## src/rtl/regfile_write_queue.sv

```systemverilog
// Write-side front end for the 16x16 register file: buffers ALU and load writebacks
// in a small FIFO, drains one write per cycle and flags reads of still-pending registers.
module regfile_write_queue #(
   parameter int DEPTH = 4,
   parameter int PTR_W = 2
) (
   input  logic             Clk,
   input  logic             Reset_n,
   input  logic             Alu_Valid,
   output logic             Alu_Ready,
   input  logic [3:0]       Alu_Reg,
   input  logic [15:0]      Alu_Data,
   input  logic             Mem_Valid,
   output logic             Mem_Ready,
   input  logic [3:0]       Mem_Reg,
   input  logic [15:0]      Mem_Data,
   output logic [3:0]       Reg_Write,
   output logic             Write_Enable,
   output logic [15:0]      Write_Data,
   input  logic [3:0]       Query_A,
   input  logic [3:0]       Query_B,
   output logic             Hazard_A,
   output logic             Hazard_B,
   output logic [PTR_W:0]   Count
);

   localparam logic [PTR_W:0]   DEPTH_C = (PTR_W+1)'(DEPTH);
   localparam logic [PTR_W:0]   ZERO_C  = (PTR_W+1)'(0);
   localparam logic [PTR_W:0]   ONE_C   = (PTR_W+1)'(1);
   localparam logic [PTR_W:0]   TWO_C   = (PTR_W+1)'(2);

   logic [3:0]          reg_q_r  [DEPTH];
   logic [15:0]         data_q_r [DEPTH];
   logic [PTR_W-1:0]    wr_ptr_r;
   logic [PTR_W-1:0]    rd_ptr_r;
   logic [PTR_W:0]      count_r;

   logic [PTR_W:0]      free_s;
   logic                alu_ready_s;
   logic                mem_ready_s;
   logic                alu_push_s;
   logic                mem_push_s;
   logic                pop_s;
   logic [PTR_W:0]      push_cnt_s;
   logic [PTR_W-1:0]    mem_ptr_s;
   logic [PTR_W-1:0]    offset_s;
   logic [DEPTH-1:0]    occ_s;
   logic                hazard_a_s;
   logic                hazard_b_s;

   // Acceptance and pop decisions, all based on occupancy at the start of the cycle
   always_comb begin
      free_s      = DEPTH_C - count_r;
      mem_ready_s = (free_s >= ONE_C);
      // Loads take priority for the last free slot
      alu_ready_s = (free_s >= TWO_C) || ((free_s == ONE_C) && !Mem_Valid);
      alu_push_s  = Alu_Valid & alu_ready_s;
      mem_push_s  = Mem_Valid & mem_ready_s;
      pop_s       = (count_r != ZERO_C);
      push_cnt_s  = (PTR_W+1)'(alu_push_s) + (PTR_W+1)'(mem_push_s);
      mem_ptr_s   = wr_ptr_r + PTR_W'(alu_push_s);
   end

   assign Alu_Ready = alu_ready_s;
   assign Mem_Ready = mem_ready_s;
   assign Count     = count_r;

   // FIFO storage: ALU entry at the write pointer, load entry right behind it
   always_ff @(posedge Clk or negedge Reset_n) begin
      if (!Reset_n) begin
         for (int i = 0; i < DEPTH; i++) begin
            reg_q_r[i]  <= 4'h0;
            data_q_r[i] <= 16'h0000;
         end
      end else begin
         for (int i = 0; i < DEPTH; i++) begin
            if (alu_push_s && (wr_ptr_r == PTR_W'(i))) begin
               reg_q_r[i]  <= Alu_Reg;
               data_q_r[i] <= Alu_Data;
            end else if (mem_push_s && (mem_ptr_s == PTR_W'(i))) begin
               reg_q_r[i]  <= Mem_Reg;
               data_q_r[i] <= Mem_Data;
            end
         end
      end
   end

   // Pointers and occupancy; full/empty comes from the count, never pointer equality
   always_ff @(posedge Clk or negedge Reset_n) begin
      if (!Reset_n) begin
         wr_ptr_r <= {PTR_W{1'b0}};
         rd_ptr_r <= {PTR_W{1'b0}};
         count_r  <= ZERO_C;
      end else begin
         wr_ptr_r <= wr_ptr_r + push_cnt_s[PTR_W-1:0];
         rd_ptr_r <= rd_ptr_r + PTR_W'(pop_s);
         count_r  <= count_r + push_cnt_s - (PTR_W+1)'(pop_s);
      end
   end

   // Register-file write port; select and data hold when nothing drains
   always_ff @(posedge Clk or negedge Reset_n) begin
      if (!Reset_n) begin
         Write_Enable <= 1'b0;
         Reg_Write    <= 4'h0;
         Write_Data   <= 16'h0000;
      end else if (pop_s) begin
         Write_Enable <= 1'b1;
         Reg_Write    <= reg_q_r[rd_ptr_r];
         Write_Data   <= data_q_r[rd_ptr_r];
      end else begin
         Write_Enable <= 1'b0;
      end
   end

   // Pending-write lookup over occupied entries plus the write port itself
   always_comb begin
      occ_s      = {DEPTH{1'b0}};
      offset_s   = {PTR_W{1'b0}};
      hazard_a_s = 1'b0;
      hazard_b_s = 1'b0;
      for (int i = 0; i < DEPTH; i++) begin
         offset_s   = PTR_W'(i) - rd_ptr_r;
         occ_s[i]   = ({1'b0, offset_s} < count_r);
         hazard_a_s = hazard_a_s | (occ_s[i] & (reg_q_r[i] == Query_A));
         hazard_b_s = hazard_b_s | (occ_s[i] & (reg_q_r[i] == Query_B));
      end
      hazard_a_s = hazard_a_s | (Write_Enable & (Reg_Write == Query_A));
      hazard_b_s = hazard_b_s | (Write_Enable & (Reg_Write == Query_B));
   end

   assign Hazard_A = Reset_n & hazard_a_s;
   assign Hazard_B = Reset_n & hazard_b_s;

endmodule

```

## config.mk

```make
export PLATFORM = sky130hd
export DESIGN_NAME = regfile_write_queue
export DESIGN_NICKNAME = d
export VERILOG_FILES = /design/src/rtl/regfile_write_queue.sv
export SDC_FILE = /design/constraint.sdc
export NUM_CORES = 1
export LEC_CHECK = 0
export BUFFER_PORTS_ARGS = -buffer_cell sky130_fd_sc_hd__buf_4
export CORE_UTILIZATION = 55
export CTS_CLUSTER_DIAMETER = 100
export CTS_CLUSTER_SIZE = 25
export DETAILED_ROUTE_END_ITERATION = 8
export PLACE_DENSITY = 0.79
export SYNTH_ARGS = -nofsm -noshare
export SYNTH_HDL_FRONTEND = slang
export SYNTH_SLANG_ARGS = --single-unit
export TNS_END_PERCENT = 10
```

## constraint.sdc

```tcl
create_clock -name Clk -period 5.6 [get_ports Clk]
set_input_delay 0.28 -clock Clk [delete_from_list [all_inputs] [get_ports Clk]]
set_output_delay 0.28 -clock Clk [all_outputs]
set_load 0.05 [all_outputs]
```

==> out/results.md <==
| Group | Parameter | Reported |
|:---|:---|:---|
| cts | Clock sink count | 108 |
| critical path | Kind of start point of the critical path | flop |
| logic synthesis | Count of unique library cells instantiated by Yosys | 41 |
| route | First-iteration detailed-routing DRC count | 320 |
| route | Via/cell ratio | 5.86 |
| floorplanning | Die area | 12,400 um2 |
| logic synthesis | Top cell type by total area after synthesis | dfrtp_1 |
| route | Wirelength, routed | 15.2 mm |
| finish | Signed area change from the synthesized netlist to the final layout | 14.9% |
| logic synthesis | Synth area leaders | dfrtp_1 41%, mux2_2 17%, mux2_4 6.8%, mux4_2 6.8%, xor2_1 5.5% |
| critical path | Required time at the endpoint of the critical path | 5.84 ns |
| global route | Gr ovfl total | 0 |
| logic synthesis | Proportion of synthesized chip area in sequential cells | 41.0% |
| logic synthesis | Average instance area after synthesis | 12.7 um2 |
| pwr | LEAKAGE | 3.41 nW |
| pwr | Switching power as a share of total power | 41.9% |
| cts | Quantity of hold-fixing buffers added after cts | 1 |
| critical path | Minimum setup slack among reg-to-reg paths | 1.67 ns |
| floorplanning | Number of primary I/O pins | 80 |
| hold path | Endpoint of the worst hold-timing path | reg_q_r[0] |
| placed design | Global placement routability congestion | 0.916 |
| cts | Clock H-tree levels | 3 |
| route | Detailed-router iteration count before antenna repair | 7 |
| cts | Insertion delay to the later sink of the worst-skew pair | 0.35 ns |
| cts | Clock slew seen by the registers of the worst setup and hold paths | 0.07 ns |
| pwr | Internal power summed over all cells | 3.10 mW |
| timing | Setup TNS | 0 ns |
| cts | Clock buffer count from CTS | 9 |
| logic synthesis | Post-synth design cell area | 6580 um2 |
| floorplanning | Die boundary height | 111 um |
| critical path | CP Data Arrival Time | 4.17 ns |
| global route | Vias in the first global route | 4,710 |
| pwr | Total power density per cell area | 706 nW/um2 |
| logic synthesis | Synthesis-stage register bit count | 108 |
| hold path | Hold path startpoint | Alu_Reg[0] |
| logic synthesis | Number of warnings issued by yosys | 0 |
| critical path | R2r worst-path depth | 7 |
| timing | Final worst-path cycle share | 70.2% |
| floorplanning | Initial core utilization | 56.9% |
| timing | Max Slew Vio Count | 0 |
| finish | Post-route insts no fill | 734 |
| cts | Bufs on Longest Clock Path | 2 |
| pwr | Clock network fraction of design power | 13.3% |
| critical path | Capture instance of the worst register-to-register path | data_q_r[51] |
| critical path | Worst setup path class | flop to flop |
| timing | Worst hold-check slack | 0.224 ns |
| placed design | Dpl hpwl | 9.95 mm |
| logic synthesis | Fraction of registers with async set or reset after synthesis | 100% |
| pwr | Total power consumption of the routed design | 5.34 mW |
| logic synthesis | Syn nets | 587 |
| finish | Inserted Diodes | 0 |
| global route | Maximum number of pins on one net before global-route repair | 70 |
| floorplanning | Num rows | 39 |
| cts | CTS root buffer | clkbuf_16 |
| logic synthesis | Area share of the leading cell type in the synthesized netlist | 41.0% |
| floorplanning | Core outline area | 11,600 um2 |
| critical path | Critical path capture point type | flop |
| logic synthesis | Synthesized instance count | 519 |
| logic synthesis | Commonest register cell after synthesis | dfrtp_1 |
| placed design | Buffers added on ports | 79 |
| timing | RSZ-0062 raised after global routing | false |
| timing | Final Skew | 0.00835 ns |
| route | DR WL/cell | 20.8 um |
| global route | Global-route wire length before repair | 25.0 mm |
| run status | Status | complete, but fails checks |
| finish | Final nets | 654 |
| placed design | Placed instance count | 717 |
| pwr | Power share of the combinational group | 57.5% |
| timing | Time the final worst path needs with I/O delays and setup | 3.93 ns |
| route | DRT antenna net count | 0 |
| placed design | Standard cell area after detailed placement | 7220 um2 |
| pwr | Part of the total power dissipated in sequential elements | 29.2% |
| timing | Final setup violation count | 0 |
| finish | Share of cells above drive strength 1 | 45.5% |
| critical path | Maximum fanout along the worst path | 18 |
| timing | Number of endpoints with negative hold slack in the final report | 0 |
| pwr | VDD IR max | 0.352 mV |
| pwr | Reported net switching power | 2.24 mW |
| run status | Failing checks | DRC |
| cts | Post-CTS setup buffers | 0 |
| hold path | Class of the worst hold path | input pin to flop |
| critical path | RR Startpoint | Count[0] |
| timing | Worst max-slew margin expressed relative to the limit | 28.5% |
| global route | Overall track demand over capacity in global routing | 26.3% |
| run | Total of max-cap violations | 0 |
| timing | Slew of the pin with the lowest slew margin | 1.07 ns |
| timing | F_max | 254 MHz |
| placed design | Worst slack, placed | 1.68 ns |
| timing | Final Worst Setup Slack | 1.67 ns |
| cts | Clock tree from TritonCTS | done |
| floorplanning | Die extent in x | 111 um |
| route | DRC errors left | 8 |
| logic synthesis | Number of enable-type register cells in the synthesized netlist | 0 |
| cts | Quantity of gates resized following cts | 0 |
| route | Via count | 4,301 |
| finish | Post-layout utilization of the core | 65.4% |
| hold path | Cell depth of the worst min-delay path | 3 |
| finish | Finished layout cell area | 7560 um2 |
| global route | Number of antenna violations at the first check in global routing | 0 |
==> how the worst max path moves through the flow <==
| stage | start | to | slack (ns) | cells after the start |
|---|---|---|---|---|
| 2_1_floorplan | Count[0] | data_q_r[23] | 2.06 | 11 |
| 3_3_place_gp | Count[0] | data_q_r[53] | 1.85 | 7 |
| 3_5_place_dp | Count[0] | data_q_r[63] | 1.68 | 7 |
| 4_1_cts | Count[0] | data_q_r[48] | 1.62 | 7 |
| 5_1_grt | Count[0] | data_q_r[48] | 1.44 | 7 |
| 6_report | Count[0] | data_q_r[51] | 1.67 | 7 |
==> final cells by class <==
cell class | count | area (um2)
clock inverter | 7 | 109
timing repair buffer | 89 | 671
multi-input combinational | 364 | 3620
tap | 143 | 179
sequential | 108 | 2700
inverter | 14 | 52.6
clock buffer | 9 | 225
fill | 887 | 4000
==> state kept, by name (all words and copies together), names as in the netlist <==
name          flops
Write_Enable      1
rd_ptr_r          2
Reg_Write         4
Write_Data       16
reg_q_r          16
Count             3
wr_ptr_r          2
data_q_r         64
==> synth_stat cells (all sizes together) (2+ instances only) <==
cell and number:
nor2b 5, nor3 2, mux2 138, ha 15, dfrtp 108, buf 20
nor2 13, a21oi 12, nor4 9, nand2 63, mux2i 11, o21ai 2
a22oi 4, nand3 2, a31oi 4, inv 14, nand2b 2, clkbuf 13
o311ai 4, xor2 41, nand4 2, mux4 20, xnor2 7
==> power groups by stage <==
stage                     sequential (mW)  clock, mW  combinational (mW)
after CTS                            1.55      0.727                3.10
after detailed placement             1.56          0                3.08
final                                1.56      0.711                3.07
after global placement               1.53          0                2.98
after global routing                 1.61      0.757                3.29
after floorplan                      1.75          0                2.20
==> routing by layer <==
| metal | GRT usage [%] | wire (um) | vias up |
|---|---|---|---|
| met5 | 0 | 0 | - |
| met4 | 9.10 | 186 | 0 |
| met3 | 5.33 | 837 | 19 |
| met2 | 45.2 | 7730 | 122 |
| met1 | 33.1 | 6480 | 2192 |
| li1 | - | - | 1968 |
==> worst max-delay path, cell delays in order, from the launching register on <==
cell     delay [ns]
dfrtp_1        0.52
ha_1           0.27
nor2b_1        0.71
o31a_1         0.26
ha_1           0.31
nor4_2         0.46
a21o_1         0.85
mux2_2         0.43
==> cell families (layout without fill, tap and decap cells) <==
logic type	Yosys count	in the layout	synth area share (%)
flip-flops	108	108	41.0
buffers and inverters	47	119	4.07
adder cells (fa/ha/maj)	16	16	3.15
multiplexers	169	169	33.8
AO/OA/AOI/OAI	29	29	3.71
AND/OR/NAND/NOR	102	102	7.81
XOR/XNOR	48	48	6.39
==> cells in the final DEF, fill, tap and decap left out, types with 2 or more instances in the layout <==
cell and count:
nor2b_1 5, nand4_2 2, mux2_2 101, a21oi_1 12, mux2_4 30, a22oi_1 4, inv_1 13, nor4_1 8
nand3_1 2, nand2_4 3, xnor2_1 7, nor3_1 2, nor2_1 13, bufinv_16 2, nand2_1 60, a31oi_1 4
mux2_1 7, o311ai_4 4, buf_4 88, mux2i_1 11, ha_1 15, xor2_1 41, mux4_2 20, dfrtp_1 108
o21ai_0 2, clkbuf_16 9
Power figures use the tool's default switching activity.
